--- src/rtl/muldiv_seq.sv ---
// Iterative MIPS mult/multu/div/divu sequencer that borrows the shared EX-stage ALU.
// Define MULDIV_SIGNED_EN to enable signed operand handling; otherwise op[0] is ignored.
module muldiv_seq #(
  parameter int XLEN = 32
) (
  input  logic            clk,
  input  logic            rst_n,
  input  logic            start,
  input  logic [1:0]      op,
  input  logic [XLEN-1:0] a,
  input  logic [XLEN-1:0] b,
  output logic            busy,
  output logic            done,
  output logic [XLEN-1:0] hi,
  output logic [XLEN-1:0] lo,
  output logic            div0,
  output logic            alu_req,
  input  logic            alu_gnt,
  output logic [XLEN-1:0] alu_a,
  output logic [XLEN-1:0] alu_b,
  output logic [3:0]      alu_op,
  input  logic [XLEN-1:0] alu_res
);

  localparam int CW = $clog2(XLEN);
  localparam logic [CW-1:0] LastStep = CW'(XLEN - 1);
  localparam logic [3:0] AluAddu = 4'b1001;
  localparam logic [3:0] AluSubu = 4'b1010;

  typedef enum logic [1:0] {
    S_IDLE,
    S_PREP,
    S_ITER,
    S_FIX
  } state_e;

  state_e state_q, state_d;

  logic            opDiv_q, opDiv_d;
  logic [XLEN-1:0] acc_q, acc_d;
  logic [XLEN-1:0] q_q, q_d;
  logic [XLEN-1:0] b_q, b_d;
  logic [CW-1:0]   cnt_q, cnt_d;
  logic [XLEN-1:0] hi_q, hi_d;
  logic [XLEN-1:0] lo_q, lo_d;
  logic            div0_q, div0_d;

`ifdef MULDIV_SIGNED_EN
  logic opSigned_q, opSigned_d;
  logic negRes_q, negRes_d;
  logic negRem_q, negRem_d;
  logic [2*XLEN-1:0] prodRaw;
`else
  logic unusedOpSign;
  assign unusedOpSign = op[0];
`endif

  logic [XLEN-1:0] remShift;
  logic            takeSub;
  logic            mulCarry;
  logic            lastStep;

  assign remShift = {acc_q[XLEN-2:0], q_q[XLEN-1]};
  // The bit shifted out of acc is an implicit 33rd remainder bit, so it forces a subtract.
  assign takeSub  = acc_q[XLEN-1] | (remShift >= b_q);
  assign mulCarry = (alu_res < acc_q);
  assign lastStep = (cnt_q == LastStep);

  always_ff @(posedge clk) begin
    if (!rst_n) begin
      state_q <= S_IDLE;
    end else begin
      state_q <= state_d;
    end
  end

  always_comb begin
    state_d = state_q;
    unique case (state_q)
      S_IDLE: if (start) state_d = S_PREP;
      S_PREP: state_d = S_ITER;
      S_ITER: if (alu_gnt && lastStep) state_d = S_FIX;
      S_FIX:  state_d = S_IDLE;
      default: state_d = S_IDLE;
    endcase
  end

  always_comb begin
    busy    = (state_q != S_IDLE);
    alu_req = busy;
    done    = (state_q == S_FIX);
    div0    = div0_q | (done & opDiv_q & (b_q == '0));
    hi      = hi_q;
    lo      = lo_q;
    alu_a   = '0;
    alu_b   = '0;
    alu_op  = 4'b0000;
    if (state_q == S_ITER) begin
      if (opDiv_q) begin
        alu_a  = remShift;
        alu_b  = b_q;
        alu_op = AluSubu;
      end else begin
        alu_a  = acc_q;
        alu_b  = q_q[0] ? b_q : '0;
        alu_op = AluAddu;
      end
    end
  end

  // Operand latch, magnitude prep, iteration and result fixup.
  always_comb begin
    opDiv_d = opDiv_q;
    acc_d   = acc_q;
    q_d     = q_q;
    b_d     = b_q;
    cnt_d   = cnt_q;
    hi_d    = hi_q;
    lo_d    = lo_q;
    div0_d  = div0_q;
`ifdef MULDIV_SIGNED_EN
    opSigned_d = opSigned_q;
    negRes_d   = negRes_q;
    negRem_d   = negRem_q;
    prodRaw    = {acc_q, q_q};
`endif
    unique case (state_q)
      S_IDLE: begin
        if (start) begin
          opDiv_d = op[1];
          q_d     = a;
          b_d     = b;
          div0_d  = 1'b0;
`ifdef MULDIV_SIGNED_EN
          opSigned_d = op[0];
`endif
        end
      end
      S_PREP: begin
        acc_d = '0;
        cnt_d = '0;
`ifdef MULDIV_SIGNED_EN
        q_d      = (opSigned_q && q_q[XLEN-1]) ? -q_q : q_q;
        b_d      = (opSigned_q && b_q[XLEN-1]) ? -b_q : b_q;
        negRes_d = opSigned_q & (q_q[XLEN-1] ^ b_q[XLEN-1]);
        negRem_d = opSigned_q & q_q[XLEN-1];
`endif
      end
      S_ITER: begin
        if (alu_gnt) begin
          cnt_d = cnt_q + 1'b1;
          if (opDiv_q) begin
            acc_d = takeSub ? alu_res : remShift;
            q_d   = {q_q[XLEN-2:0], takeSub};
          end else begin
            acc_d = {mulCarry, alu_res[XLEN-1:1]};
            q_d   = {alu_res[0], q_q[XLEN-1:1]};
          end
        end
      end
      S_FIX: begin
        div0_d = opDiv_q & (b_q == '0);
`ifdef MULDIV_SIGNED_EN
        if (opDiv_q) begin
          lo_d = negRes_q ? -q_q : q_q;
          hi_d = negRem_q ? -acc_q : acc_q;
        end else begin
          {hi_d, lo_d} = negRes_q ? -prodRaw : prodRaw;
        end
`else
        hi_d = acc_q;
        lo_d = q_q;
`endif
      end
      default: ;
    endcase
  end

  always_ff @(posedge clk) begin
    if (!rst_n) begin
      opDiv_q <= 1'b0;
      acc_q   <= '0;
      q_q     <= '0;
      b_q     <= '0;
      cnt_q   <= '0;
      hi_q    <= '0;
      lo_q    <= '0;
      div0_q  <= 1'b0;
`ifdef MULDIV_SIGNED_EN
      opSigned_q <= 1'b0;
      negRes_q   <= 1'b0;
      negRem_q   <= 1'b0;
`endif
    end else begin
      opDiv_q <= opDiv_d;
      acc_q   <= acc_d;
      q_q     <= q_d;
      b_q     <= b_d;
      cnt_q   <= cnt_d;
      hi_q    <= hi_d;
      lo_q    <= lo_d;
      div0_q  <= div0_d;
`ifdef MULDIV_SIGNED_EN
      opSigned_q <= opSigned_d;
      negRes_q   <= negRes_d;
      negRem_q   <= negRem_d;
`endif
    end
  end

endmodule

--- config.mk ---
export PLATFORM = sky130hd
export DESIGN_NAME = muldiv_seq
export DESIGN_NICKNAME = d
export VERILOG_FILES = /design/src/rtl/muldiv_seq.sv
export SDC_FILE = /design/constraint.sdc
export NUM_CORES = 1
export LEC_CHECK = 0
export ABC_AREA = 1
export CORE_MARGIN = 2
export CORE_UTILIZATION = 50
export CTS_BUF_LIST = sky130_fd_sc_hd__clkbuf_16
export DETAILED_ROUTE_END_ITERATION = 16
export PLACE_DENSITY_LB_ADDON = 0.15
export SLEW_MARGIN = 20
export SYNTH_ARGS = -nofsm -noshare
export SYNTH_HDL_FRONTEND = slang
export SYNTH_SLANG_ARGS = --single-unit
--- constraint.sdc ---
create_clock -name clk -period 2.5 [get_ports clk]
set_clock_uncertainty 0.2 [all_clocks]
set_input_delay 0.625 -clock clk [delete_from_list [all_inputs] [get_ports clk]]
set_output_delay 0.625 -clock clk [all_outputs]
set_load 0.005 [all_outputs]
==> results of run 1 <==
through the flow:
step                power (mW)  worst slack [ps]
finish                   14.66            -136.9
global route             15.71            -213.4
CTS                      13.66            -128.2
detailed placement       10.77            -318.8
global placement         10.58            -304.1
floorplan                8.269             103.3
repair_timing:
action / in CTS / in global routing
pin swaps: 2 / 26
setup buffers: 2 / 9
resized for setup: 277 / 110
endpoints found under the setup margin: 75 / 100
gates cloned: 2 / 7
synthesized netlist by cell type, types with 21 or more instances:
cell type / count
a21oi_2: 29
inv_1: 188
o21ai_0: 206
a21oi_1: 160
nor3_1: 38
ha_1: 69
clkbuf_1: 66
nor2_1: 51
o21ai_1: 21
nand2_1: 133
a221oi_1: 32
dfxtp_1: 169
o22ai_1: 31
worst paths after layout:
path | from | endpoint | slack, ps
setup / recovery | state_q[1]$_SDFFE_PN0P_ | div0 | -140
hold / removal | div0_q$_SDFFE_PN0P_ | div0_q$_SDFFE_PN0P_ | 280
setup reg to reg | b_q[30]$_SDFFE_PN0P_ | acc_q[7]$_SDFFE_PN0P_ | 100
hold reg to reg | div0_q$_SDFFE_PN0P_ | div0_q$_SDFFE_PN0P_ | 280
area by class of cell:
class / count / area share (%)
multi-input combinational: 823 / 40.61
tap: 229 / 2.173
inverter: 190 / 5.485
timing repair buffer: 301 / 21.61
sequential: 169 / 25.74
clock buffer: 17 / 3.227
clock inverter: 15 / 1.158
critical path, cell delays in order, from the launching register on:
cell and delay (ps):
dfxtp_4 360, buf_6 100, ha_4 140, nand2_4 60
nor4_4 250, nand4_1 150, o21ai_1 170, buf_2 160
power breakdown:
part | leakage, nW | switching [mW] | internal, mW
combinational | 4.04 | 4.85 | 3.10
sequential | 1.39 | 0.571 | 3.50
clock | 0.284 | 1.16 | 1.47
per-layer routing:
layer  GRT usage, %  vias up  part of all wire, %
li1               -     4790                    -
met1          37.25     4559                   43
met2          46.34      357                   48
met3          6.564       36                  7.0
met4          8.842        0                  1.6
met5              0        -                    0
state kept, by name, indices dropped and copies added, names as in the netlist:
register,flops
acc_q,32
b_q,32
cnt_q,5
div0_q,1
hi,32
lo,32
opDiv_q,1
q_q,32
state_q,2
kinds of logic (layout without fill, tap and decap cells):
logic type                 Yosys count  after routing  share of synthesized area (%)
and+or+nand+nor                    249            252                          11.41
AOI/OAI and AO/OA                  500            500                          30.70
buffers and inverters              279            523                          11.77
xor gates and xnor gates             1              1                        0.09486
adders and majority gates           69             69                          9.348
DFF                                169            169                          36.63
other                                1              1                        0.04061
==> impl_metrics.py, run 1 <==
metrics = {
    "status": {
        "status": "finished with violations",
        "violations": "negative setup slack",
    },
    "sta": {
        "tns_ps": -1427,
        "finalSetupViolCount": 33,
        "max_freq_mhz": 379.2,
        "rsz0062_at_grt": "yes",
        "slew_headroom_pct": 43.87,
        "period_share_pct": 105.5,
        "fin_hold_ws_ps": 275.8,
        "slew_violations": 0,
        "hold_violations": 0,
        "tightest_slew_ps": 842.0,
        "setup_slack_ps": -136.9,
        "fin_crit_ps": 2637,
    },
    "logic_synthesis": {
        "yosysTopAreaCellShare_pct": 36.63,
        "syn_avg_cell_area_um2": 7.283,
        "synth-seq-cells": 169,
        "yosysWarnings": 0,
        "netlist_area_um2": 9235,
        "synth-edff-count": 0,
        "syn-instance-count": 1268,
        "yosysUniqueCellTypes": 34,
        "synth_top_flop_cell": "dfxtp_1",
        "seq_area_frac_synth_pct": 36.63,
        "yosysTopAreaCell": "dfxtp_1",
        "async_flop_share_pct": 0,
        "synth_nets": 1439,
        "synth_area_leaders": "dfxtp_1 (37%), o21ai_0 (11%), ha_1 (9.3%), a21oi_1 (8.7%), inv_1 (7.6%)",
    },
    "die": {
        "die-height_um": 139.9,
        "die_w_um": 139.9,
        "start_util_pct": 51.24,
        "ios": 238,
        "row_count": 49,
        "core_area_um2": 18020,
        "dieArea_um2": 19570,
    },
    "global_routing": {
        "grt_overflow": 0,
        "grt_pass1_wl_um": 45750,
        "grt_max_degree": 130,
        "antenna_found_initial": 0,
        "track_usage_pct": 28.31,
        "grt_pass1_vias": 9131,
    },
    "critical_path": {
        "end_kind": "output port",
        "arrival_ps": 1810,
        "worstPathRequired_ps": 1670,
        "crit_path_start_kind": "register",
        "cp_max_fo": 2,
        "critPathKind": "reg -> out",
        "r2r_cells": 12,
    },
    "route": {
        "dr.pass1.iters": 5,
        "drt-wirelength-per-cell_um": 17.14,
        "vias": 9742,
        "drt_iter0_markers": 636,
        "routed_wl_um": 29890,
        "drc": 0,
        "ant_nets": 0,
        "vias_per_cell": 5.586,
    },
    "placement": {
        "hpwl_um": 19460,
        "placed_cells": 1693,
        "gp_congestion": 0.8513,
        "placed_area_um2": 11990,
        "io_buffers": 235,
    },
    "clock_network": {
        "cts-root-buf": "clkbuf_16",
        "clk_path_buf_depth": 2,
        "insertion_delay_ps": 430,
        "cts_made_buffers": 17,
        "cts.sinks": 169,
        "path_clk_slew_ps": 60,
        "h-tree-depth": 4,
        "cts_tree": "done",
        "hold_buffers": 0,
    },
    "pwr": {
        "ir_drop_v": 0.0006518,
        "leakage_nw": 5.709,
        "cellPowerDensity_nw_per_um2": 1112,
    },
    "finish": {
        "final_common_cell": "o21ai_0",
        "final_core_util_pct": 73.14,
        "final_area_um2": 13180,
        "final_cell_mix": "o21ai_0 (203), inv_1 (187), dfxtp_1 (165)",
        "register_area_um2": 3393,
        "syn_to_final_growth_pct": 42.76,
        "nNetsFinal": 1673,
        "multi_input_area_um2": 5354,
        "drive_gt1_share_pct": 18.88,
        "antenna_cells": 0,
        "fin_cells": 1744,
        "fill_cells": 1475,
    },
    "min_path": {
        "min_path_type": "reg -> reg",
        "hold_depth": 2,
    },
    "job": {
        "cap_violations": 0,
    },
}
(Power assumes the default switching activity.)
==> inputs of run 2 (changes only) <==
Settings changed: CAP_MARGIN set to 20.
==> results of run 2 <==
Final layout, timing and power as in run 1 (identical DEF).
==> inputs of run 3 (changes only) <==
Settings changed: TNS_END_PERCENT set to 1.
==> impl_metrics.py, run 3 (synthesized netlist as in run 1, its figures left out) <==
metrics = {
    "sta": {
        "max_freq_mhz": 382.3,
        "finalSetupViolCount": 17,
        "tns_ps": -978.6,
        "period_share_pct": 104.6,
        "fin_crit_ps": 2616,
        "slew_violations": 0,
        "setup_slack_ps": -115.6,
        "hold_violations": 0,
        "tightest_slew_ps": 829.3,
        "slew_headroom_pct": 44.71,
        "rsz0062_at_grt": "yes",
    },
    "route": {
        "dr.pass1.iters": 5,
        "ant_nets": 0,
        "vias": 9479,
        "drt_iter0_markers": 565,
        "drt-wirelength-per-cell_um": 15.94,
        "vias_per_cell": 5.489,
        "routed_wl_um": 27540,
        "drc": 0,
    },
    "critical_path": {
        "cp-endpoint": "alu_b[26]",
        "crit_start": "state_q[0]$_SDFFE_PN0P_",
        "regToRegSetupSlack_ps": 160,
        "slowest_stage": "dfxtp_2",
        "cp_max_fo": 22,
        "timing.rr.end": "acc_q[31]$_SDFFE_PN0P_",
        "slowest_delay_ps": 330,
        "crit_top_cell": "inv_2",
        "worstPathCellList": "inv_2, ha_4, inv_2, buf_4, buf_12, nor3_2, clkdlybuf4s15_2",
        "critPathKind": "reg -> out",
        "worstPathRequired_ps": 1670,
        "r2r_cells": 14,
        "end_kind": "output port",
        "timing.rr.start": "b_q[30]$_SDFFE_PN0P_",
        "crit_path_start_kind": "register",
        "arrival_ps": 1790,
    },
    "die": {
        "dieArea_um2": 19570,
        "die_w_um": 139.9,
        "core_area_um2": 18020,
        "start_util_pct": 51.24,
        "die-height_um": 139.9,
        "row_count": 49,
        "ios": 238,
    },
    "global_routing": {
        "grt_max_degree": 130,
        "grt_pass1_vias": 9007,
        "antenna_found_initial": 0,
        "grt_pass1_wl_um": 44890,
        "grt_overflow": 0,
        "track_usage_pct": 27.74,
    },
    "pwr": {
        "p_clk_share_pct": 19.1,
        "seqPwrFrac_pct": 29.7,
        "switching_power_mw": 5.984,
        "cellPowerDensity_nw_per_um2": 1078,
        "p_int_mw": 7.715,
        "leakage_nw": 5.401,
        "pwr-share-comb_pct": 51.2,
        "ir_drop_v": 0.0006022,
        "total_power_mw": 13.70,
        "p_sw_share_pct": 43.68,
    },
    "finish": {
        "final_core_util_pct": 70.51,
        "final_cell_mix": "o21ai_0 (203), inv_1 (189), dfxtp_1 (166)",
        "syn_to_final_growth_pct": 37.62,
        "nNetsFinal": 1656,
        "antenna_cells": 0,
        "fill_cells": 1552,
        "final_common_cell": "o21ai_0",
        "drive_gt1_share_pct": 15.42,
    },
    "clock_network": {
        "h-tree-depth": 4,
        "clk_path_buf_depth": 2,
        "path_clk_slew_ps": 60,
        "cts_made_buffers": 17,
        "cts.sinks": 169,
        "cts_tree": "done",
        "insertion_delay_ps": 430,
        "cts-root-buf": "clkbuf_16",
    },
    "job": {
        "cap_violations": 0,
    },
    "status": {
        "status": "finished with violations",
        "violations": "negative setup slack",
    },
    "placement": {
        "hpwl_um": 19460,
        "io_buffers": 235,
        "gp_congestion": 0.8513,
    },
    "min_path": {
        "min_path_type": "reg -> reg",
    },
}
run 3: cell type report:
type                       instances  area, µm²  share of cell area (%)
clock inverter                    15      152.6                   1.201
tap                              229      286.5                   2.254
timing repair buffer             287       2694                   21.20
multi-input combinational        820       5049                   39.72
sequential                       169       3390                   26.67
clock buffer                      17      425.4                   3.347
inverter                         190      713.2                   5.611
run 3: what timing repair did:
| action | in CTS | in global routing |
|---|---|---|
| buffers inserted | 0 | 1 |
| hold buffers | 0 | 0 |
| endpoints found under the setup margin | 75 | 93 |
| gates cloned | 0 | 0 |
| resized for setup | 251 | 34 |
| pin swaps | 2 | 9 |
run 3: stage by stage:
| stage | worst slack [ps] | cells | area, µm² | hold slack (ps) |
|---|---|---|---|---|
| 2_1_floorplan | 103.3 | 1268 | 9235 | 229.4 |
| 3_3_place_gp | -304.1 | 1693 | 11990 | 243.1 |
| 3_5_place_dp | -318.8 | 1693 | 11990 | 263.1 |
| 4_1_cts | -133.5 | 1725 | 12560 | 272.0 |
| 5_1_grt | -196.3 | 1727 | 12710 | 299.6 |
| 6_report | -115.6 | 1727 | 12710 | 265.8 |
run 3: power groups by stage:
stage / clock network (mW) / logic [mW] / registers (mW)
finish: 2.62 / 7.02 / 4.06
detailed placement: 0 / 6.70 / 4.06
global placement: 0 / 6.54 / 4.04
floorplan: 0 / 4.34 / 3.93
global route: 2.79 / 7.87 / 4.16
CTS: 2.66 / 6.80 / 4.03
run 3: layer usage:
layer	routed length, µm	share of wire, %	up-vias	track usage [%]
met5	0	0	-	0
met3	1973	7.2	36	6.359
met2	12970	47	303	45.44
met1	12090	44	4389	36.43
met4	498	1.8	0	8.842
li1	-	-	4751	-
run 3: how the worst min path moves through the flow:
stage                           from               endpoint  slack [ps]  cells past startpoint
3_3_place_gp     div0_q$_SDFFE_PN0P_    div0_q$_SDFFE_PN0P_         240                      2
4_1_cts          div0_q$_SDFFE_PN0P_    div0_q$_SDFFE_PN0P_         270                      2
5_1_grt        cnt_q[4]$_SDFFE_PN0P_  cnt_q[4]$_SDFFE_PN0P_         300                      2
6_report         div0_q$_SDFFE_PN0P_    div0_q$_SDFFE_PN0P_         270                      2
3_5_place_dp     div0_q$_SDFFE_PN0P_    div0_q$_SDFFE_PN0P_         260                      2
2_1_floorplan    div0_q$_SDFFE_PN0P_    div0_q$_SDFFE_PN0P_         230                      2
run 3: worst max-delay path: cells and delay by family, from the launching register on:
kind                     cells  cell delay (ps)
AND/OR/NAND/NOR              1              210
flip-flops                   1              330
adder cells (fa/ha/maj)      1              140
buffers and inverters        5              680
